`src/rtl/move_request_arbiter.sv`:
```
// Round-robin arbiter and move FIFO between the direction-button debouncers and the player FSM.
// Optional saturating drop counter on o_drop_cnt is built when DROP_CNT_EN is defined.
module move_request_arbiter #(
  parameter int DEPTH = 4,
  parameter int AW    = $clog2(DEPTH),
  parameter int DCW   = 8
) (
  input  logic          clk,
  input  logic          rst,
  input  logic [3:0]    i_pulse,
  output logic          o_valid,
  output logic [1:0]    o_dir,
  input  logic          i_ready,
  output logic [AW:0]   o_count
`ifdef DROP_CNT_EN
  ,
  output logic [DCW-1:0] o_drop_cnt
`endif
);

  localparam logic [AW:0] FULL_CNT = (AW+1)'(DEPTH);

`ifdef DROP_CNT_EN
  function automatic logic [2:0] popcount4(input logic [3:0] m);
    return 3'(m[0]) + 3'(m[1]) + 3'(m[2]) + 3'(m[3]);
  endfunction

  function automatic logic [DCW-1:0] sat_add(input logic [DCW-1:0] a, input logic [2:0] b);
    logic [DCW:0] s;
    s = {1'b0, a} + (DCW+1)'(b);
    return s[DCW] ? {DCW{1'b1}} : s[DCW-1:0];
  endfunction
`endif

  logic [3:0]    pend_p0;
  logic [1:0]    rr_ptr_p0;
  logic [1:0]    mem_p1 [DEPTH];
  logic [AW-1:0] wr_ptr_p1;
  logic [AW-1:0] rd_ptr_p1;
  logic [AW:0]   count_p1;

  logic          pop;
  logic          push_ok;
  logic          found;
  logic [1:0]    gnt_idx;
  logic [1:0]    idx;
  logic          push;
  logic [3:0]    gnt_oh;

  assign o_valid = (count_p1 != '0);
  assign o_dir   = o_valid ? mem_p1[rd_ptr_p1] : 2'd0;
  assign o_count = count_p1;
  assign pop     = o_valid && i_ready;
  assign push_ok = (count_p1 < FULL_CNT) || pop;

  // Stage 0 -> 1: round-robin search over registered pending, starting at the RR pointer
  always_comb begin
    found   = 1'b0;
    gnt_idx = 2'd0;
    idx     = 2'd0;
    for (int i = 0; i < 4; i++) begin
      idx = rr_ptr_p0 + 2'(i);
      if (!found && pend_p0[idx]) begin
        found   = 1'b1;
        gnt_idx = idx;
      end
    end
    push   = found && push_ok;
    gnt_oh = push ? (4'b0001 << gnt_idx) : 4'b0000;
  end

  // A pulse on a bit that is pending and not being granted is lost; a pulse that
  // coincides with its own grant re-arms the bit.
  always_ff @(posedge clk) begin
    if (rst) begin
      pend_p0   <= 4'b0000;
      rr_ptr_p0 <= 2'd0;
    end else begin
      pend_p0 <= (pend_p0 & ~gnt_oh) | i_pulse;
      if (push) rr_ptr_p0 <= gnt_idx + 2'd1;
    end
  end

  // Stage 1: move FIFO
  always_ff @(posedge clk) begin
    if (push) mem_p1[wr_ptr_p1] <= gnt_idx;
  end

  always_ff @(posedge clk) begin
    if (rst) begin
      wr_ptr_p1 <= '0;
      rd_ptr_p1 <= '0;
      count_p1  <= '0;
    end else begin
      if (push) wr_ptr_p1 <= wr_ptr_p1 + AW'(1);
      if (pop)  rd_ptr_p1 <= rd_ptr_p1 + AW'(1);
      if (push && !pop)      count_p1 <= count_p1 + (AW+1)'(1);
      else if (pop && !push) count_p1 <= count_p1 - (AW+1)'(1);
    end
  end

`ifdef DROP_CNT_EN
  logic [3:0] drop_mask;
  assign drop_mask = i_pulse & pend_p0 & ~gnt_oh;

  always_ff @(posedge clk) begin
    if (rst) o_drop_cnt <= '0;
    else     o_drop_cnt <= sat_add(o_drop_cnt, popcount4(drop_mask));
  end
`endif

endmodule

```
`config.mk`:
```
export PLATFORM = sky130hd
export DESIGN_NAME = move_request_arbiter
export DESIGN_NICKNAME = d
export VERILOG_FILES = /design/src/rtl/move_request_arbiter.sv
export SDC_FILE = /design/constraint.sdc
export NUM_CORES = 1
export LEC_CHECK = 0
export CORE_MARGIN = 1
export CORE_UTILIZATION = 48
export DETAILED_ROUTE_END_ITERATION = 10
export HOLD_SLACK_MARGIN = 0.1
export PLACE_DENSITY_LB_ADDON = 0.1
export SYNTH_ARGS = -nofsm -noshare
export SYNTH_HDL_FRONTEND = slang
export SYNTH_SLANG_ARGS = --single-unit
```
`constraint.sdc`:
```
create_clock -name clk -period 1.9 [get_ports clk]
set_input_delay 0.19 -clock clk [delete_from_list [all_inputs] [get_ports clk]]
set_output_delay 0.19 -clock clk [all_outputs]
set_load 0.005 [all_outputs]
```
==> results.sh, run 1 <==
export IMPL_status="complete, but fails checks"
export IMPL_violations="negative setup slack"
export IMPL_hpwl_mm=1.386
export IMPL_avgRoutedWirePerCell_um=11.87
export IMPL_yosysSeqAreaShare_pct=48.05
export IMPL_via_per_inst=5.101
export IMPL_post_route_period_util_pct=103.6
export IMPL_drc=0
export IMPL_vdd_ir_drop_max_uv=785.7
export IMPL_worst_slack_ns=-0.06930
export IMPL_area_delta_synth_final_pct=26.92
export IMPL_cp_cell_sequence="or3_4, nand2_4, ha_4, inv_2, fa_2, xor2_1, or3_1, a21oi_2"
export IMPL_initial_core_util_pct=50.85
export IMPL_grt_pass1_wl_mm=3.229
export IMPL_clk_pin_slew_ns=0.13
export IMPL_synth_distinct_cells=29
export IMPL_powerDensity_nw_per_um2=1402
export IMPL_num_vias=811
export IMPL_crit_path_end_kind="flop"
export IMPL_stdcell_count=159
export IMPL_cts_root_buf="clkbuf_4"
export IMPL_antenna_found_initial=0
export IMPL_nNetsFinal=149
export IMPL_relSlewSlack_pct=59.74
export IMPL_synthCells=102
export IMPL_nFillCells=195
export IMPL_hold_depth=3
export IMPL_drtPass1Iterations=6
export IMPL_clock_sinks=23
export IMPL_first_iter_violations=14
export IMPL_hold_violations=0
export IMPL_fmax_mhz=507.8
export IMPL_pre_cts_ws_ns=-0.3739
export IMPL_worstPathRequired_ns=2.15
export IMPL_leakage_uw=0.0006113
export IMPL_grt_max_degree=15
export IMPL_cts_setup_buffers=0
export IMPL_n_antenna_cell=0
export IMPL_slew_violations=0
export IMPL_period_needed_ns=1.969
export IMPL_tritoncts="done"
export IMPL_cp_max_fo=2
export IMPL_cp_slowest_cell="or3_4"
export IMPL_grt_total_usage_pct=17.26
export IMPL_synth_ff_latch_count=23
export IMPL_worst_hold_path_type="in2reg"
export IMPL_final_cell_mix="buf_4, nor2_1, dfxtp_1"
export IMPL_drive_gt1_share_pct=27.48
export IMPL_synth_nets=119
export IMPL_die_h_um=50.41
export IMPL_finalSetupViolations=1
export IMPL_wl_mm=1.887
export IMPL_clk_latency_ns=0.31
export IMPL_num_rows=17
export IMPL_cts_buffers=3
export IMPL_syn_cell_area_um2=1125
export IMPL_drv_cap=0
export IMPL_grt_pass1_vias=747
export IMPL_rsz0062_at_grt="true"
export IMPL_place_inst=155
export IMPL_critPathLaunchType="flop"
export IMPL_dieArea_um2=2541
export IMPL_worstSetupPathType="reg2reg"
export IMPL_ys_warn_count=0
export IMPL_critPathMaxStageDelay_ns=0.40
export IMPL_syn_mean_instance_area_um2=11.03
export IMPL_hold_buffers=0
export IMPL_coreArea_um2=2212
export IMPL_portBuffers=12
export IMPL_ant_nets=0
export IMPL_htreeDepth=1
export IMPL_grt_overflow=0
export IMPL_fin_worst_skew_ns=0.009085
export IMPL_die_w_um=50.41
export IMPL_cp_arrival_ns=2.22
export IMPL_fin_hold_ws_ns=0.4625
export IMPL_place_congestion=0.7094
export IMPL_layout_commonest_cell="buf_4"
export IMPL_clockBufferDepth=2
export IMPL_io_pins=13
export IMPL_worst_pin_slew_ns=0.6019
export IMPL_rr_worst_depth=8
export IMPL_finalPower_uw=2002
-- state kept, by name, summed over array words and instances, names as in the netlist, named ones only --
signal and count:
pend_p0 4, mem_p1 8, wr_ptr_p1 2, rr_ptr_p0 2
o_count 3, rd_ptr_p1 2
-- per-stage QoR --
step	cell area (um^2)	TNS [ns]	util (%)
final	1428	-0.06930	64.54
after global routing	1428	-0.1673	64.54
after CTS	1424	-0.07993	64.37
after detailed placement	1391	-0.5038	62.90
after global placement	1391	-0.4263	62.90
after floorplan	1142	-0.1062	-
-- cell families (layout without fill, tap and decap cells) --
kind of cell             count (synthesis)  in the layout  synth area share [%]
AO/OA/AOI/OAI                           12             12                 6.563
XOR/XNOR                                 5              5                 3.893
adder cells (fa/ha/maj)                 10             10                 11.79
buffers and inverters                    9             38                 4.338
flip-flops                              23             23                 48.05
multiplexers                             6              6                 7.564
AND/OR/NAND/NOR                         37             37                 17.80
-- critical path, delay by kind of cell, from the launching register on --
kind | cells | cell delay [ns]
compound gates | 1 | 0.11
simple gates | 3 | 0.80
flops | 1 | 0.34
fa+ha+maj | 2 | 0.47
buf+inv | 1 | 0.03
xor+xnor | 1 | 0.15
-- what timing repair did --
action	4_1_cts	5_1_grt
pin swaps	0	0
endpoints found under the hold margin	0	0
setup endpoints to repair	4	1
resized for setup	5	1
-- synthesized netlist by cell type, drive strengths merged --
master  number  area (um^2)
a211oi       1        12.51
nand2b       3        26.27
clkbuf       1        3.750
a21oi        8        40.04
fa           1        20.02
nor3         1        5.000
inv          6        22.52
o21ai        1        5.000
o22a         1        8.760
or3          2        12.51
ha           9        112.6
nand2        6        30.03
xnor2        1        8.760
nor2b        1        6.260
dfxtp       15        300.3
mux2i        4        40.04
xor2         4        35.03
nor4         2        18.77
o21a         1        7.510
and2         6        40.03
mux4         2        45.04
nor2        15        56.30
buf          2        22.52
edfxtp       8        240.2
nand3        1        5.000
-- per-layer routing --
layer,track usage [%],routed length [um],up-vias
met4,8.333,31,0
met1,22.14,861,383
met5,0,0,-
met2,28.22,909,22
met3,2.727,85,6
li1,-,-,400
-- cell type report --
class	count	area (um^2)	share of cell area (%)
timing repair buffer	28	237.7	16.65
tap	28	35.03	2.454
sequential	23	544.3	38.12
inverter	6	22.52	1.578
multi-input combinational	70	561.8	39.35
clock buffer	4	26.28	1.840
-- power by group --
part,switching [uW],internal [uW],total (uW)
logic,437,575,1010
clock network,141,81.9,223
registers,88.4,679,767
-- path summary, 6_finish.rpt --
| path | startpoint | slack [ns] | end |
|---|---|---|---|
| setup reg to reg | o_count[1]$_SDFFE_PP0P_ | -0.07 | o_count[2]$_SDFFE_PP0P_ |
| setup / recovery | o_count[1]$_SDFFE_PP0P_ | -0.07 | o_count[2]$_SDFFE_PP0P_ |
| hold reg to reg | rd_ptr_p1[0]$_SDFFE_PP0P_ | 0.56 | flop |
| hold / removal | i_pulse[0] | 0.46 | pend_p0[0]$_SDFF_PP0_ |
Note: power is estimated with default switching activity, not from simulation.
==> inputs of run 2 (changes only) <==
--- a/config.mk
+++ b/config.mk
@@ -8,4 +8,5 @@
 export CORE_MARGIN = 1
 export CORE_UTILIZATION = 48
+export CTS_CLUSTER_DIAMETER = 120
 export DETAILED_ROUTE_END_ITERATION = 10
 export HOLD_SLACK_MARGIN = 0.1
==> constraint.sdc (replaced) <==
create_clock -name clk -period 1.9 [get_ports clk]
set_input_delay 0.285 -clock clk [delete_from_list [all_inputs] [get_ports clk]]
set_output_delay 0.285 -clock clk [all_outputs]
set_load 0.005 [all_outputs]
==> results.sh, run 2 (synthesized netlist as in run 1, its figures left out) <==
export IMPL_status="complete, but fails checks"
export IMPL_violations="negative setup slack"
export IMPL_drive_gt1_share_pct=27.48
export IMPL_grt_overflow=0
export IMPL_drc=0
export IMPL_wl_met3_um=73
export IMPL_post_route_period_util_pct=103.7
export IMPL_crit_path_end_kind="flop"
export IMPL_cts_root_buf="clkbuf_4"
export IMPL_antenna_found_initial=0
export IMPL_worst_hold_path_type="in2reg"
export IMPL_finalPower_uw=2003
export IMPL_layout_commonest_cell="buf_4"
export IMPL_cts_setup_buffers=0
export IMPL_largest_reg_flops=8
export IMPL_worstPathRequired_ns=2.15
export IMPL_finalSetupViolations=1
export IMPL_r2r_start="o_count[1]$_SDFFE_PP0P_"
export IMPL_rsz0062_at_grt="true"
export IMPL_io_pins=13
export IMPL_clk_pin_slew_ns=0.13
export IMPL_tritoncts="done"
export IMPL_r2r_end="o_count[2]$_SDFFE_PP0P_"
export IMPL_hpwl_mm=1.386
export IMPL_fin_worst_skew_ns=0.01241
export IMPL_pre_cts_ws_ns=-0.4689
export IMPL_avgRoutedWirePerCell_um=12.10
export IMPL_clockBufferDepth=2
export IMPL_die_w_um=50.41
export IMPL_relSlewSlack_pct=58.68
export IMPL_worst_pin_slew_ns=0.6179
export IMPL_cp_max_fo=2
export IMPL_largest_register="mem_p1"
export IMPL_topRoutingLayerUsed="met4"
export IMPL_hold_violations=0
export IMPL_critPathLaunchType="flop"
export IMPL_htreeDepth=1
export IMPL_cts_buffers=3
export IMPL_drtPass1Iterations=6
export IMPL_vdd_ir_drop_max_uv=788.6
export IMPL_period_needed_ns=1.971
export IMPL_nNetsFinal=149
export IMPL_cp_slowest_cell="or3_4"
export IMPL_coreArea_um2=2212
export IMPL_hp_start="i_pulse[0]"
export IMPL_die_h_um=50.41
export IMPL_ant_nets=0
export IMPL_grt_total_usage_pct=17.26
export IMPL_grt_pass1_wl_mm=3.229
export IMPL_via_per_inst=5.082
export IMPL_cp_cell_sequence="or3_4, nand2_4, ha_4, inv_2, fa_2, xor2_1, or3_1, a21oi_2"
export IMPL_rr_worst_depth=8
export IMPL_grt_max_degree=15
export IMPL_place_congestion=0.7094
export IMPL_powerDensity_nw_per_um2=1391
export IMPL_leakage_uw=0.0006222
export IMPL_grt_pass1_vias=747
export IMPL_wirelength_met1_um=864
export IMPL_rrSetupSlack_ns=-0.07
export IMPL_drv_cap=0
export IMPL_portBuffers=12
export IMPL_final_cell_mix="buf_4, nor2_1, dfxtp_1"
export IMPL_n_antenna_cell=0
export IMPL_initial_core_util_pct=50.85
export IMPL_worst_slack_ns=-0.07075
export IMPL_first_iter_violations=18
export IMPL_area_delta_synth_final_pct=28.03
export IMPL_num_vias=808
export IMPL_dieArea_um2=2541
export IMPL_clock_sinks=23
export IMPL_fmax_mhz=507.4
export IMPL_num_rows=17
export IMPL_wl_mm=1.924
export IMPL_cp_arrival_ns=2.22
export IMPL_critPathMaxStageDelay_ns=0.40
export IMPL_hold_depth=3
export IMPL_min_to="pend_p0[0]$_SDFF_PP0_"
export IMPL_slew_violations=0
export IMPL_clk_latency_ns=0.31
export IMPL_route_met2_wl_um=968
export IMPL_worstSetupPathType="reg2reg"
==> run 2: cell type report <==
| cell class | count | area (um^2) |
|---|---|---|
| Clock buffer | 4 | 26.28 |
| Sequential cell | 23 | 544.3 |
| Fill cell | 192 | 772.0 |
| Multi-Input combinational cell | 70 | 575.6 |
| Timing Repair Buffer | 28 | 236.5 |
| Tap cell | 28 | 35.03 |
| Inverter | 6 | 22.52 |
==> run 2: what timing repair did <==
item / in CTS / in global routing
hold endpoints to repair: 0 / 0
resized for setup: 6 / 3
setup endpoints to repair: 4 / 3
hold buffers: 0 / 0
pin swaps: 0 / 0
==> run 2: stage by stage <==
| stage | setup TNS [ns] | hold slack (ns) | area (um^2) | instances | utilization, % |
|---|---|---|---|---|---|
| detailed placement | -0.6938 | 0.5183 | 1391 | 155 | 62.90 |
| global placement | -0.6163 | 0.5122 | 1391 | 155 | 62.90 |
| finish | -0.07075 | 0.5532 | 1440 | 159 | 65.10 |
| global route | -0.2395 | 0.5877 | 1440 | 159 | 65.10 |
| CTS | -0.1025 | 0.5530 | 1423 | 159 | 64.31 |
| floorplan | -0.1062 | 0.3496 | 1142 | 102 | - |
==> run 2: layer usage <==
metal	global-route usage, %	vias up
li1	-	400
met1	22.14	390
met2	28.22	16
met3	2.727	2
met4	8.333	0
met5	0	-
==> run 2: where the power goes <==
part,switching (uW),internal (uW),total (uW)
logic,437,571,1010
registers,91.4,679,770
clock network,143,81.9,225
==> run 2: worst max-delay path: cells and delay by family (launching register included) <==
kind / cells / cell delay (ns)
compound gates: 1 / 0.11
xor+xnor: 1 / 0.16
fa+ha+maj: 2 / 0.47
buf+inv: 1 / 0.03
flops: 1 / 0.34
simple gates: 3 / 0.80
==> run 2: worst max-delay path by stage <==
stage                       startpoint                 endpoint  slack [ns]  cells after the start
2_1_floorplan  o_count[1]$_SDFFE_PP0P_  o_count[2]$_SDFFE_PP0P_       -0.11                      9
3_3_place_gp                   i_ready  o_count[2]$_SDFFE_PP0P_       -0.43                      9
3_5_place_dp                   i_ready  o_count[2]$_SDFFE_PP0P_       -0.47                      9
4_1_cts        o_count[1]$_SDFFE_PP0P_  o_count[2]$_SDFFE_PP0P_       -0.08                      8
5_1_grt        o_count[1]$_SDFFE_PP0P_  o_count[2]$_SDFFE_PP0P_       -0.17                      8
6_report       o_count[1]$_SDFFE_PP0P_  o_count[2]$_SDFFE_PP0P_       -0.07                      8
